$ cat config.mk
export PLATFORM = sky130hd
export DESIGN_NAME = time_set_ctrl_flat
export DESIGN_NICKNAME = d
export VERILOG_FILES = /design/src/rtl/time_set_ctrl_if.sv /design/src/rtl/time_set_ctrl.sv /design/src/flat_wrapper.sv
export SDC_FILE = /design/constraint.sdc
export NUM_CORES = 1
export LEC_CHECK = 0
export CAP_MARGIN = 20
export CORE_MARGIN = 4
export CORE_UTILIZATION = 40
export CTS_BUF_LIST = sky130_fd_sc_hd__clkbuf_8
export CTS_CLUSTER_SIZE = 40
export DETAILED_ROUTE_END_ITERATION = 10
export MAX_ROUTING_LAYER = met4
export PLACE_DENSITY_LB_ADDON = 0.15
export SYNTH_ARGS = -nofsm -noshare
export SYNTH_HDL_FRONTEND = slang
export SYNTH_SLANG_ARGS = --single-unit
$ cat constraint.sdc
create_clock -name clk -period 3.42 [get_ports clk]
set_input_delay 0.855 -clock clk [delete_from_list [all_inputs] [get_ports clk]]
set_output_delay 0.855 -clock clk [all_outputs]
set_load 0.005 [all_outputs]
$ cat src/rtl/time_set_ctrl_if.sv
// Key/tick inputs and display-facing outputs of time_set_ctrl.
// master drives the pulses and alarm_en; slave owns the registered digits.
interface time_set_ctrl_if;
    logic       tick_1hz;
    logic       key_mode;
    logic       key_shift;
    logic       key_inc;
    logic       alarm_en;
    logic [1:0] mode;
    logic [2:0] pos;
    logic [1:0] hour_tens;
    logic [3:0] hour_ones;
    logic [2:0] min_tens;
    logic [3:0] min_ones;
    logic [2:0] sec_tens;
    logic [3:0] sec_ones;
    logic [1:0] alarm_hour_tens;
    logic [3:0] alarm_hour_ones;
    logic [2:0] alarm_minute_tens;
    logic [3:0] alarm_minute_ones;
    logic       alarm_ring;
    logic       chime;

    modport master (
        output tick_1hz, key_mode, key_shift, key_inc, alarm_en,
        input  mode, pos,
        input  hour_tens, hour_ones, min_tens, min_ones,
        input  sec_tens, sec_ones,
        input  alarm_hour_tens, alarm_hour_ones,
        input  alarm_minute_tens, alarm_minute_ones,
        input  alarm_ring, chime
    );

    modport slave (
        input  tick_1hz, key_mode, key_shift, key_inc, alarm_en,
        output mode, pos,
        output hour_tens, hour_ones, min_tens, min_ones,
        output sec_tens, sec_ones,
        output alarm_hour_tens, alarm_hour_ones,
        output alarm_minute_tens, alarm_minute_ones,
        output alarm_ring, chime
    );
endinterface

$ cat src/rtl/time_set_ctrl.sv
// Time-of-day BCD counters, alarm registers and mode/pos FSM.
// Define CHIME_EN to generate the hourly chime pulse; otherwise chime is 0.
module time_set_ctrl #(
    parameter int TIMEOUT_TICKS = 30,
    parameter int RING_TICKS    = 10
) (
    input  logic           clk,
    input  logic           rst_n,
    time_set_ctrl_if.slave bus
);
    localparam int TW = $clog2(TIMEOUT_TICKS + 1);
    localparam int RW = $clog2(RING_TICKS + 1);

    typedef enum logic [1:0] {
        NORMAL    = 2'b00,
        CLOCK_SET = 2'b01,
        ALARM_SET = 2'b10
    } mode_e;

    mode_e         state_q, state_d;
    logic [2:0]    pos_q, pos_d;
    logic [1:0]    ht_q, ht_d;
    logic [3:0]    ho_q, ho_d;
    logic [2:0]    mt_q, mt_d;
    logic [3:0]    mo_q, mo_d;
    logic [2:0]    st_q, st_d;
    logic [3:0]    so_q, so_d;
    logic [1:0]    aht_q, aht_d;
    logic [3:0]    aho_q, aho_d;
    logic [2:0]    amt_q, amt_d;
    logic [3:0]    amo_q, amo_d;
    logic [TW-1:0] to_q, to_d;
    logic          ring_q, ring_d;
    logic [RW-1:0] rcnt_q, rcnt_d;

    logic       any_key, timeout, consume, accept;
    logic       do_mode, do_shift, do_inc, run, fire;
    logic       sec_wrap, min_wrap, hr_c, day_end;
    logic [1:0] nht;
    logic [3:0] nho;
    logic [2:0] nmt;
    logic [3:0] nmo;
    logic [2:0] nst;
    logic [3:0] nso;

    // Timeout beats every key; a ringing alarm swallows the key that silences it.
    always_comb begin
        any_key  = bus.key_mode | bus.key_shift | bus.key_inc;
        timeout  = (state_q != NORMAL) && bus.tick_1hz &&
                   (to_q == TW'(TIMEOUT_TICKS - 1));
        consume  = ring_q && any_key;
        accept   = !timeout && !consume;
        do_mode  = accept && bus.key_mode;
        do_shift = accept && !bus.key_mode && bus.key_shift;
        do_inc   = accept && !bus.key_mode && !bus.key_shift &&
                   bus.key_inc;
        run      = bus.tick_1hz && (state_q != CLOCK_SET);
    end

    always_comb begin
        sec_wrap = (so_q == 4'd9) && (st_q == 3'd5);
        min_wrap = (mo_q == 4'd9) && (mt_q == 3'd5);
        hr_c     = sec_wrap && min_wrap;
        day_end  = (ht_q == 2'd2) && (ho_q == 4'd3);
        nso = (so_q == 4'd9) ? 4'd0 : so_q + 4'd1;
        nst = st_q;
        if (so_q == 4'd9) begin
            nst = (st_q == 3'd5) ? 3'd0 : st_q + 3'd1;
        end
        nmo = mo_q;
        if (sec_wrap) begin
            nmo = (mo_q == 4'd9) ? 4'd0 : mo_q + 4'd1;
        end
        nmt = mt_q;
        if (sec_wrap && (mo_q == 4'd9)) begin
            nmt = (mt_q == 3'd5) ? 3'd0 : mt_q + 3'd1;
        end
        nho = ho_q;
        nht = ht_q;
        if (hr_c) begin
            if (day_end) begin
                nho = 4'd0;
                nht = 2'd0;
            end else if (ho_q == 4'd9) begin
                nho = 4'd0;
                nht = ht_q + 2'd1;
            end else begin
                nho = ho_q + 4'd1;
            end
        end
    end

    always_comb begin
        fire = run && (state_q == NORMAL) && bus.alarm_en &&
               (nht == aht_q) && (nho == aho_q) &&
               (nmt == amt_q) && (nmo == amo_q) &&
               (nst == 3'd0) && (nso == 4'd0);
    end

    always_comb begin
        state_d = state_q;
        pos_d   = pos_q;
        if (timeout) begin
            state_d = NORMAL;
            pos_d   = 3'd0;
        end else if (do_mode) begin
            unique case (state_q)
                NORMAL: begin
                    state_d = CLOCK_SET;
                    pos_d   = 3'd1;
                end
                CLOCK_SET: begin
                    state_d = ALARM_SET;
                    pos_d   = 3'd1;
                end
                default: begin
                    state_d = NORMAL;
                    pos_d   = 3'd0;
                end
            endcase
        end else if (do_shift) begin
            if (state_q == CLOCK_SET) begin
                pos_d = (pos_q == 3'd6) ? 3'd1 : pos_q + 3'd1;
            end else if (state_q == ALARM_SET) begin
                pos_d = (pos_q == 3'd4) ? 3'd1 : pos_q + 3'd1;
            end
        end
    end

    // Digit edits wrap inside the digit; no carry into neighbours.
    always_comb begin
        ht_d = ht_q;
        ho_d = ho_q;
        mt_d = mt_q;
        mo_d = mo_q;
        st_d = st_q;
        so_d = so_q;
        if (run) begin
            ht_d = nht;
            ho_d = nho;
            mt_d = nmt;
            mo_d = nmo;
            st_d = nst;
            so_d = nso;
        end else if (do_inc && (state_q == CLOCK_SET)) begin
            unique case (1'b1)
                pos_q == 3'd1: begin
                    ht_d = (ht_q == 2'd2) ? 2'd0 : ht_q + 2'd1;
                    if ((ht_q == 2'd1) && (ho_q > 4'd3)) ho_d = 4'd3;
                end
                pos_q == 3'd2: begin
                    if (ht_q == 2'd2) begin
                        ho_d = (ho_q == 4'd3) ? 4'd0 : ho_q + 4'd1;
                    end else begin
                        ho_d = (ho_q == 4'd9) ? 4'd0 : ho_q + 4'd1;
                    end
                end
                pos_q == 3'd3: mt_d = (mt_q == 3'd5) ? 3'd0 : mt_q + 3'd1;
                pos_q == 3'd4: mo_d = (mo_q == 4'd9) ? 4'd0 : mo_q + 4'd1;
                pos_q == 3'd5: st_d = (st_q == 3'd5) ? 3'd0 : st_q + 3'd1;
                pos_q == 3'd6: so_d = (so_q == 4'd9) ? 4'd0 : so_q + 4'd1;
                default: ;
            endcase
        end
    end

    always_comb begin
        aht_d = aht_q;
        aho_d = aho_q;
        amt_d = amt_q;
        amo_d = amo_q;
        if (do_inc && (state_q == ALARM_SET)) begin
            unique case (1'b1)
                pos_q == 3'd1: begin
                    aht_d = (aht_q == 2'd2) ? 2'd0 : aht_q + 2'd1;
                    if ((aht_q == 2'd1) && (aho_q > 4'd3)) aho_d = 4'd3;
                end
                pos_q == 3'd2: begin
                    if (aht_q == 2'd2) begin
                        aho_d = (aho_q == 4'd3) ? 4'd0 : aho_q + 4'd1;
                    end else begin
                        aho_d = (aho_q == 4'd9) ? 4'd0 : aho_q + 4'd1;
                    end
                end
                pos_q == 3'd3: amt_d = (amt_q == 3'd5) ? 3'd0 : amt_q + 3'd1;
                pos_q == 3'd4: amo_d = (amo_q == 4'd9) ? 4'd0 : amo_q + 4'd1;
                default: ;
            endcase
        end
    end

    always_comb begin
        to_d = to_q;
        if ((state_q == NORMAL) || (state_d != state_q) || any_key) begin
            to_d = '0;
        end else if (bus.tick_1hz) begin
            to_d = to_q + TW'(1);
        end
    end

    always_comb begin
        ring_d = ring_q;
        rcnt_d = rcnt_q;
        if (!bus.alarm_en) begin
            ring_d = 1'b0;
            rcnt_d = '0;
        end else if (fire) begin
            ring_d = 1'b1;
            rcnt_d = RW'(RING_TICKS);
        end else if (consume) begin
            ring_d = 1'b0;
            rcnt_d = '0;
        end else if (ring_q && bus.tick_1hz) begin
            rcnt_d = rcnt_q - RW'(1);
            if (rcnt_q == RW'(1)) ring_d = 1'b0;
        end
    end

    always_ff @(posedge clk or negedge rst_n) begin
        if (!rst_n) begin
            state_q <= NORMAL;
            pos_q   <= 3'd0;
            ht_q    <= 2'd0;
            ho_q    <= 4'd0;
            mt_q    <= 3'd0;
            mo_q    <= 4'd0;
            st_q    <= 3'd0;
            so_q    <= 4'd0;
            aht_q   <= 2'd0;
            aho_q   <= 4'd7;
            amt_q   <= 3'd0;
            amo_q   <= 4'd0;
            to_q    <= '0;
            ring_q  <= 1'b0;
            rcnt_q  <= '0;
        end else begin
            state_q <= state_d;
            pos_q   <= pos_d;
            ht_q    <= ht_d;
            ho_q    <= ho_d;
            mt_q    <= mt_d;
            mo_q    <= mo_d;
            st_q    <= st_d;
            so_q    <= so_d;
            aht_q   <= aht_d;
            aho_q   <= aho_d;
            amt_q   <= amt_d;
            amo_q   <= amo_d;
            to_q    <= to_d;
            ring_q  <= ring_d;
            rcnt_q  <= rcnt_d;
        end
    end

`ifdef CHIME_EN
    logic chime_q;

    always_ff @(posedge clk or negedge rst_n) begin
        if (!rst_n) begin
            chime_q <= 1'b0;
        end else begin
            chime_q <= run && hr_c;
        end
    end

    assign bus.chime = chime_q;
`else
    assign bus.chime = 1'b0;
`endif

    assign bus.mode              = state_q;
    assign bus.pos               = pos_q;
    assign bus.hour_tens         = ht_q;
    assign bus.hour_ones         = ho_q;
    assign bus.min_tens          = mt_q;
    assign bus.min_ones          = mo_q;
    assign bus.sec_tens          = st_q;
    assign bus.sec_ones          = so_q;
    assign bus.alarm_hour_tens   = aht_q;
    assign bus.alarm_hour_ones   = aho_q;
    assign bus.alarm_minute_tens = amt_q;
    assign bus.alarm_minute_ones = amo_q;
    assign bus.alarm_ring        = ring_q;
endmodule

$ cat src/flat_wrapper.sv
// flat-port wrapper written by rule: the top's interface ports become plain ports
module time_set_ctrl_flat 
#(
    parameter int TIMEOUT_TICKS = 30,
    parameter int RING_TICKS    = 10
)
  (clk, rst_n, bus_tick_1hz, bus_key_mode, bus_key_shift, bus_key_inc, bus_alarm_en, bus_mode, bus_pos, bus_hour_tens, bus_hour_ones, bus_min_tens, bus_min_ones, bus_sec_tens, bus_sec_ones, bus_alarm_hour_tens, bus_alarm_hour_ones, bus_alarm_minute_tens, bus_alarm_minute_ones, bus_alarm_ring, bus_chime);
  time_set_ctrl_if bus_i ();
  input  logic clk;
  input  logic rst_n;
  input wire logic [$bits(bus_i.tick_1hz)-1:0] bus_tick_1hz;
  input wire logic [$bits(bus_i.key_mode)-1:0] bus_key_mode;
  input wire logic [$bits(bus_i.key_shift)-1:0] bus_key_shift;
  input wire logic [$bits(bus_i.key_inc)-1:0] bus_key_inc;
  input wire logic [$bits(bus_i.alarm_en)-1:0] bus_alarm_en;
  output wire logic [$bits(bus_i.mode)-1:0] bus_mode;
  output wire logic [$bits(bus_i.pos)-1:0] bus_pos;
  output wire logic [$bits(bus_i.hour_tens)-1:0] bus_hour_tens;
  output wire logic [$bits(bus_i.hour_ones)-1:0] bus_hour_ones;
  output wire logic [$bits(bus_i.min_tens)-1:0] bus_min_tens;
  output wire logic [$bits(bus_i.min_ones)-1:0] bus_min_ones;
  output wire logic [$bits(bus_i.sec_tens)-1:0] bus_sec_tens;
  output wire logic [$bits(bus_i.sec_ones)-1:0] bus_sec_ones;
  output wire logic [$bits(bus_i.alarm_hour_tens)-1:0] bus_alarm_hour_tens;
  output wire logic [$bits(bus_i.alarm_hour_ones)-1:0] bus_alarm_hour_ones;
  output wire logic [$bits(bus_i.alarm_minute_tens)-1:0] bus_alarm_minute_tens;
  output wire logic [$bits(bus_i.alarm_minute_ones)-1:0] bus_alarm_minute_ones;
  output wire logic [$bits(bus_i.alarm_ring)-1:0] bus_alarm_ring;
  output wire logic [$bits(bus_i.chime)-1:0] bus_chime;
  assign bus_i.tick_1hz = bus_tick_1hz;
  assign bus_i.key_mode = bus_key_mode;
  assign bus_i.key_shift = bus_key_shift;
  assign bus_i.key_inc = bus_key_inc;
  assign bus_i.alarm_en = bus_alarm_en;
  assign bus_mode = bus_i.mode;
  assign bus_pos = bus_i.pos;
  assign bus_hour_tens = bus_i.hour_tens;
  assign bus_hour_ones = bus_i.hour_ones;
  assign bus_min_tens = bus_i.min_tens;
  assign bus_min_ones = bus_i.min_ones;
  assign bus_sec_tens = bus_i.sec_tens;
  assign bus_sec_ones = bus_i.sec_ones;
  assign bus_alarm_hour_tens = bus_i.alarm_hour_tens;
  assign bus_alarm_hour_ones = bus_i.alarm_hour_ones;
  assign bus_alarm_minute_tens = bus_i.alarm_minute_tens;
  assign bus_alarm_minute_ones = bus_i.alarm_minute_ones;
  assign bus_alarm_ring = bus_i.alarm_ring;
  assign bus_chime = bus_i.chime;
  time_set_ctrl #(.TIMEOUT_TICKS(TIMEOUT_TICKS), .RING_TICKS(RING_TICKS)) u_core (.clk(clk), .rst_n(rst_n), .bus(bus_i));
endmodule
# Word level (Yosys, flattened, before mapping)
# Index checks and enable logic that the tools add are counted.
[totals]
ff_bits = 48
inputBits = 7
out_inout_bits = 40
elab_cells = 193
[op_classes]
addsub = 13
magnitude_cmp = 2
eq_ne = 34
n_mux = 65
bitwise = 2
reduce_logical = 62
[op_table]
columns = ["op", "count"]
rows = [
  ["$mux 4", 26],
  ["$mux 3", 18],
  ["$logic_and 1x1->1", 28],
  ["$add 4x1->4 const B", 5],
  ["$eq 4x4->1 const B", 5],
  ["$mux 2", 10],
  ["$reduce_and 2->1", 10],
  ["$eq 3x3->1 const B", 6],
  ["$reduce_bool 2->1", 9],
  ["$pmux 4 s2", 2],
  ["$add 3x1->3 const B", 4],
  ["$mux 5", 2],
  ["$eq 4x2->1 const B", 2],
  ["$eq 4x4->1", 2],
  ["$gt 4x2->1 const B", 2],
  ["$ne 4x1->1 const B", 2],
  ["$eq 2x1->1 const B", 3],
  ["$eq 2x2->1 const B", 3],
  ["$eq 3x2->1 const B", 2],
  ["$mux 1", 6],
  ["$reduce_and 3->1", 2],
  ["$reduce_bool 3->1", 2],
  ["$add 5x1->5 const B", 1],
  ["$eq 5x5->1 const B", 1],
  ["other kinds (19)", 25],
]

# Longest topological paths before layout
# Gate-level depths: netlist (run 1).
[logic_depth]
depth_word = 13
ltp_mapped = 10
ltp_nobuf = 9

# Worst setup path before layout (run 1)
# No wires, ideal clock.
[synth_path]
kind = "register to register"
from = "register u_core.mo_q[1] (netlist: u_core.bus.min_ones[1])"
to = "register u_core.rcnt_q[0]"
setup_ns = 0.120
t_arrival_ns = 2.813
required_time_ns = 3.300
slack_ns = 0.487
path_stages_with_launch = 10
path_buffers = 0
period_less_slack_ns = 2.933
path_cell_list = "dfrtp_1 inv_1 ha_1 nand3b_2 nor4_4 nand2_4 or4b_1 o211a_1 or4_4 and3_1"
[synth_between]
elab_chain_cells = 13
elab_cells_between_ends = 23
classes_between = "add/sub: 1; eq/ne: 6; mux: 7; reduce/logical: 9"
[synth_lines]
columns = ["item", "line", "rtl"]
rows = [
  ["from (decl)", "time_set_ctrl.sv:25", "logic [3:0] mo_q, mo_d;"],
  ["from (signal assigned)", "time_set_ctrl.sv:242", "mo_q <= mo_d;"],
  ["branches (longest 8 deep; another with $add 4x1->4)", "-", ""],
  ["$logic_and 1x1->1 * (2 in a row)", "time_set_ctrl.sv:96", "(nmt == amt_q) && (nmo == amo_q) &&"],
  ["$logic_and 1x1->1 *", "time_set_ctrl.sv:97", "(nst == 3'd0) && (nso == 4'd0);"],
  ["$mux 4", "time_set_ctrl.sv:207", "end else if (fire) begin"],
  ["$mux 4", "time_set_ctrl.sv:204", "if (!bus.alarm_en) begin"],
  ["to (signal assigned)", "time_set_ctrl.sv:251", "rcnt_q <= rcnt_d;"],
  ["to (decl)", "time_set_ctrl.sv:34", "logic [RW-1:0] rcnt_q, rcnt_d;"],
]
# Mark *: on every way between the ends.
# A chain may end at the register's enable or synchronous reset.

# Final worst setup path (run 1)
# Same ends and word-level chain as after synthesis.

==> results of run 1 <==
==> sequential cells by signal (all words and copies together) (netlist names) <==
| name | flops |
|---|---|
| u_core.bus.alarm_hour_ones | 4 |
| u_core.to_q | 5 |
| u_core.bus.alarm_ring | 1 |
| u_core.bus.min_ones | 4 |
| u_core.bus.alarm_hour_tens | 2 |
| u_core.bus.hour_tens | 2 |
| u_core.rcnt_q | 4 |
| u_core.bus.alarm_minute_tens | 3 |
| u_core.bus.sec_ones | 4 |
| u_core.bus.mode | 2 |
| u_core.bus.pos | 3 |
| u_core.bus.min_tens | 3 |
| u_core.bus.sec_tens | 3 |
| u_core.bus.alarm_minute_ones | 4 |
| u_core.bus.hour_ones | 4 |
==> how the worst max path moves through the flow <==
stage                                   to                    from  cells past startpoint
after CTS                 u_core.rcnt_q[2]  u_core.bus.min_ones[1]                      9
after floorplan           u_core.rcnt_q[0]  u_core.bus.min_ones[1]                      9
after global placement    u_core.rcnt_q[0]            bus_tick_1hz                      8
after detailed placement  u_core.rcnt_q[0]            bus_tick_1hz                      8
after global routing      u_core.rcnt_q[0]  u_core.bus.min_ones[1]                      9
final                     u_core.rcnt_q[0]  u_core.bus.min_ones[1]                      9
==> critical path, cell delays in order, from the launching register on <==
cell	delay [ns]
dfrtp_1	0.42
inv_1	0.09
ha_1	0.24
nand3b_2	0.23
nor4_4	0.69
nand2_4	0.10
or4b_1	0.52
o211a_1	0.14
or4_4	0.55
and3_1	0.20
==> placed cells by master, fill, tap and decap left out, drive strengths merged, types with 14 or more instances in the layout <==
cell type	instances
nand2	48
buf	15
inv	25
o21ai	28
clkdlybuf4s50	44
nand3	16
xnor2	14
ha	21
nor2	31
dfrtp	45
==> stage by stage <==
stage	area, µm²	cells
detailed placement	4120	550
finish	4200	558
CTS	4200	558
global placement	4100	549
global route	4200	558
floorplan	3490	400
==> area by class of cell <==
class	count	area [µm²]
Clock buffer	5	68.8
Clock inverter	3	12.5
Fill cell	806	4140
Inverter	23	86.3
Multi-Input combinational cell	315	2140
Sequential cell	48	1200
Tap cell	105	131
Timing Repair Buffer	59	563
==> logic make-up after synthesis <==
logic type | Yosys count
and+or+nand+nor | 164
AOI/OAI and AO/OA | 85
DFF | 48
buffers and inverters | 37
xor gates and xnor gates | 25
adders and majority gates | 21
muxes | 19
other | 1
==> report_power, final <==
part / total, mW / switching, mW / internal (mW) / leakage [nW]
logic: 1.35 / 0.641 / 0.707 / 1.15
clock network: 0.335 / 0.197 / 0.138 / 0.0505
registers: 0.957 / 0.246 / 0.711 / 0.626
==> cell usage after synthesis, types with 7 or more instances <==
master,count
nand2_1,47
dfrtp_1,45
nor2_1,31
o21ai_0,28
inv_1,23
ha_1,21
nand3_1,16
xnor2_1,14
a21oi_1,13
mux2i_1,13
xor2_1,11
nor2b_1,9
and3_1,7
clkbuf_1,7
==> what timing repair did <==
action / in CTS / in global routing
hold buffers: 0 / 0
endpoints found under the setup margin: 0 / 2
resized for setup: 0 / 1
==> per-layer routing <==
layer / GRT usage, % / vias up / routed length [µm]
li1: - / 1536 / -
met1: 24.5 / 1468 / 4060
met2: 30.0 / 77 / 4360
met3: 2.96 / 11 / 358
met4: 4.40 / 0 / 102
met5: - / - / 0
==> results.sh, run 1 <==
export IMPL_crit_path_start_kind="flip-flop"
export IMPL_clk_path_buf_depth=2
export IMPL_synth_top_cell_area_share_pct=32.3
export IMPL_dieArea_mm2=0.0103
export IMPL_yosysUniqueCellTypes=67
export IMPL_yosysTopAreaCell="dfrtp_1"
export IMPL_syn_area_mm2=0.00349
export IMPL_drive_gt1_share_pct=7.95
export IMPL_clock_fmax_mhz=305
export IMPL_drc_errors=0
export IMPL_cts_buffers=5
export IMPL_ys_seq_elements=48
export IMPL_reg2reg_depth=9
export IMPL_wl_mm=8.88
export IMPL_tightest_slew_ns=0.664
export IMPL_vias=3092
export IMPL_synth_simple_gate_area_share_pct=25.6
export IMPL_maxSlewHeadroom_pct=55.4
export IMPL_antenna_found_initial=0
export IMPL_nets=480
export IMPL_fin_setup_tns_ns=0
export IMPL_fin_skew_ns=0.0108
export IMPL_io_pins=47
export IMPL_rr_endpoint="u_core.rcnt_q[0]"
export IMPL_reg2reg_slack_ns=0.14
export IMPL_num_rows=33
export IMPL_status="finished clean"
export IMPL_synthFlopType="dfrtp_1"
export IMPL_wire_per_inst_um=15.9
export IMPL_synth_top_family_by_area="simple AND/OR/NAND/NOR gates"
export IMPL_synth_xor_xnor_area_share_pct=6.28
export IMPL_required_ns=3.62
export IMPL_cts_sinks=48
export IMPL_start_util_pct=41.8
export IMPL_hold_slack_ns=0.522
export IMPL_finalSetupViolations=0
export IMPL_crit_type="reg -> reg"
export IMPL_synth_edf_count=0
export IMPL_crit_fanout=9
export IMPL_r2r_start="u_core.bus.min_ones[1]"
export IMPL_period_share_pct=95.8
export IMPL_power_mw=2.64
export IMPL_slew_violations=0
export IMPL_cap_violations=0
export IMPL_synth_warnings=0
export IMPL_overflow=0
export IMPL_rsz0062_at_grt="no"
export IMPL_drtIter0Drc=199
export IMPL_p_leak_nw=1.82
export IMPL_synth_compound_area_share_pct=15.9
export IMPL_clockRootBuffer="clkbuf_8"
export IMPL_peakVddDrop_uv=362
export IMPL_finalHoldViolCount=0
export IMPL_pre_cts_ws_ns=0.149
export IMPL_synthCells=400
export IMPL_port_buffer_count=45
export IMPL_core_area_mm2=0.00834
export IMPL_synthAdderAreaFrac_pct=7.53
export IMPL_clk_latency_ns=0.30
export IMPL_pwr_density_cell_mw_per_mm2=628
export IMPL_vias_per_cell=5.54
export IMPL_grtUsageTotal_pct=18.6
export IMPL_arrival_ns=3.48
export IMPL_grt_max_degree=28
export IMPL_cts_tree="done"
export IMPL_syn2layout_area_growth_pct=20.5
export IMPL_die_x_um=101
export IMPL_finish_utilization_pct=50.4
export IMPL_end_kind="flip-flop"
export IMPL_clk_pin_slew_ns=0.10
export IMPL_async_reset_ff_share_pct=100
export IMPL_die_h_um=101
export IMPL_yosys_top_cells_area="dfrtp_1 (32%), ha_1 (7.5%), nand2_1 (5.1%)"
export IMPL_htree_levels=2
export IMPL_synth_seq_area_share_pct=34.5
export IMPL_final_antenna_net_count=0
export IMPL_worst_slack_ns=0.142
export IMPL_gp_congestion=0.906
export IMPL_diodes=0
export IMPL_synth_avg_cell_area_um2=8.72
export IMPL_dp_hpwl_mm=6.84
export IMPL_muxShareOfSynthArea_pct=5.67
export IMPL_grt_pass1_vias=3019
export IMPL_holdCritPathClass="in -> async"
export IMPL_fin_crit_ns=3.28
export IMPL_firstDrtPassIters=4
export IMPL_grt_pass1_wl_mm=14.9
export IMPL_cts_setup_buffers=0
export IMPL_syn_num_nets=428
No activity file was read; power rests on OpenSTA's default activity.
==> run 2, diff against run 1 <==
--- a/config.mk
+++ b/config.mk
@@ -9,6 +9,7 @@
 export CORE_MARGIN = 4
 export CORE_UTILIZATION = 40
 export CTS_BUF_LIST = sky130_fd_sc_hd__clkbuf_8
+export CTS_CLUSTER_DIAMETER = 120
 export CTS_CLUSTER_SIZE = 40
 export DETAILED_ROUTE_END_ITERATION = 10
 export MAX_ROUTING_LAYER = met4
==> constraint.sdc (replaced) <==
create_clock -name clk -period 3.45 [get_ports clk]
set_input_delay 0.8625 -clock clk [delete_from_list [all_inputs] [get_ports clk]]
set_output_delay 0.8625 -clock clk [all_outputs]
set_load 0.005 [all_outputs]
==> run 2 against run 1 <==
Net effect:
- register-to-register slack gained 0.098 ns
- combinational power is essentially flat
- setup slack better by 0.098 ns
- sequential power shrank 0.7%
- clock power rose by 23%
- die area unchanged
- utilization grew 0.24 points
- critical path type unchanged
- largest cell class unchanged
==> results.sh, run 2 (same netlist as run 1, synthesis figures left out) <==
export IMPL_clk_pin_slew_ns=0.10
export IMPL_cts_buffers=5
export IMPL_drc_errors=0
export IMPL_htree_levels=2
export IMPL_reg2reg_slack_ns=0.24
export IMPL_final_cell_mix="nand2_1 (47), dfrtp_1 (45), clkdlybuf4s50_1 (44)"
export IMPL_num_rows=33
export IMPL_end_kind="flip-flop"
export IMPL_final_common_cell="nand2_1"
export IMPL_maxSlewHeadroom_pct=39.6
export IMPL_clock_fmax_mhz=312
export IMPL_design_area_mm2=0.00422
export IMPL_dieArea_mm2=0.0103
export IMPL_arrival_ns=3.42
export IMPL_crit_path_start_kind="flip-flop"
export IMPL_grt_max_degree=29
export IMPL_drive_gt1_share_pct=7.95
export IMPL_grt_pass1_vias=3102
export IMPL_holdCritPathClass="in -> async"
export IMPL_cts_resized_gates=0
export IMPL_start_util_pct=41.8
export IMPL_clockRootBuffer="clkbuf_8"
export IMPL_final_antenna_net_count=0
export IMPL_syn2layout_area_growth_pct=21.1
export IMPL_cts_tree="done"
export IMPL_required_ns=3.66
export IMPL_pre_cts_ws_ns=0.202
export IMPL_cts_setup_buffers=0
export IMPL_firstDrtPassIters=4
export IMPL_antenna_found_initial=0
export IMPL_path_buf_inv=1
export IMPL_die_x_um=101
export IMPL_clk_latency_ns=0.31
export IMPL_overflow=0
export IMPL_fin_crit_ns=3.21
export IMPL_worst_slack_ns=0.240
export IMPL_holdBufCountCts=0
export IMPL_grtUsageTotal_pct=18.8
export IMPL_crit_fanout=9
export IMPL_rr_endpoint="u_core.rcnt_q[0]"
export IMPL_slew_violations=0
export IMPL_finalSetupViolations=0
export IMPL_hold_slack_ns=0.513
export IMPL_grt_pass1_wl_mm=15.1
export IMPL_placed_cell_area_mm2=0.00412
export IMPL_peakVddDrop_uv=311
export IMPL_top_register="u_core.to_q"
export IMPL_nets=480
export IMPL_wl_mm=8.82
export IMPL_reg2reg_depth=9
export IMPL_status="finished clean"
export IMPL_fin_skew_ns=0.00803
export IMPL_r2r_start="u_core.bus.min_ones[1]"
export IMPL_vias_per_cell=5.63
export IMPL_dp_hpwl_mm=6.86
export IMPL_wire_per_inst_um=15.8
export IMPL_cap_violations=0
export IMPL_period_share_pct=93.1
export IMPL_pwr_density_cell_mw_per_mm2=638
export IMPL_drtIter0Drc=146
export IMPL_path_delay_family="simple AND/OR/NAND/NOR gates"
export IMPL_rsz0062_at_grt="no"
export IMPL_clk_path_buf_depth=2
export IMPL_critical_path_max_stage_delay_ns=0.65
export IMPL_core_area_mm2=0.00834
export IMPL_diodes=0
export IMPL_p_leak_nw=1.83
export IMPL_tightest_slew_ns=0.893
export IMPL_die_h_um=101
export IMPL_port_buffer_count=45
export IMPL_cp_slowest_cell="nor4_4"
export IMPL_crit_chain="inv_1, ha_1, nand3b_2, nor4_4, nand2_4, or4b_1, o211a_1, or4_4, and3_1"
export IMPL_finalHoldViolCount=0
export IMPL_cts_sinks=48
export IMPL_crit_type="reg -> reg"
export IMPL_gp_congestion=0.875
export IMPL_fin_setup_tns_ns=0
export IMPL_vias=3139
export IMPL_largest_reg_flops=5
export IMPL_io_pins=47
-- run 2: worst max-delay path by stage --
| stage | cells after the start | endpoint | from | slack [ns] |
|---|---|---|---|---|
| finish | 9 | u_core.rcnt_q[0] | u_core.bus.min_ones[1] | 0.24 |
| floorplan | 9 | u_core.rcnt_q[0] | u_core.bus.min_ones[1] | 0.52 |
| global route | 9 | u_core.rcnt_q[0] | u_core.bus.hour_tens[0] | 0.009 |
| global placement | 8 | u_core.rcnt_q[0] | bus_tick_1hz | 0.29 |
| detailed placement | 8 | u_core.rcnt_q[0] | bus_tick_1hz | 0.20 |
| CTS | 9 | u_core.rcnt_q[0] | u_core.bus.min_ones[1] | 0.24 |
-- run 2: report_power, final --
part	total (mW)	internal [mW]	switching, mW
clock	0.413	0.213	0.200
sequential	0.950	0.705	0.244
combinational	1.33	0.699	0.631
-- run 2: worst reg2reg max path: stages, from the launching register on --
cell	delay [ns]
dfrtp_1	0.42
inv_1	0.10
ha_1	0.24
nand3b_2	0.22
nor4_4	0.66
nand2_4	0.09
or4b_1	0.52
o211a_1	0.14
or4_4	0.53
and3_1	0.20
-- run 2: final cells by class --
| type | instances | area [µm²] |
|---|---|---|
| sequential | 48 | 1200 |
| clock buffer | 5 | 68.8 |
| multi-input combinational | 315 | 2130 |
| inverter | 23 | 86.3 |
| tap | 105 | 131 |
| fill | 811 | 4120 |
| clock inverter | 3 | 38.8 |
| timing repair buffer | 59 | 563 |
-- run 2: stage by stage --
stage | power (mW) | std cells | util, %
floorplan | 1.72 | 400 | -
global placement | 2.28 | 549 | 49.1
detailed placement | 2.29 | 550 | 49.4
CTS | 2.71 | 558 | 50.6
global route | 2.92 | 558 | 50.6
finish | 2.69 | 558 | 50.6
-- run 2: per-layer routing --
metal | part of all wire, % | track usage (%)
met1 | 47 | 25.3
met2 | 48 | 29.4
met3 | 3.6 | 2.96
met4 | 1.4 | 5.01
met5 | 0 | -
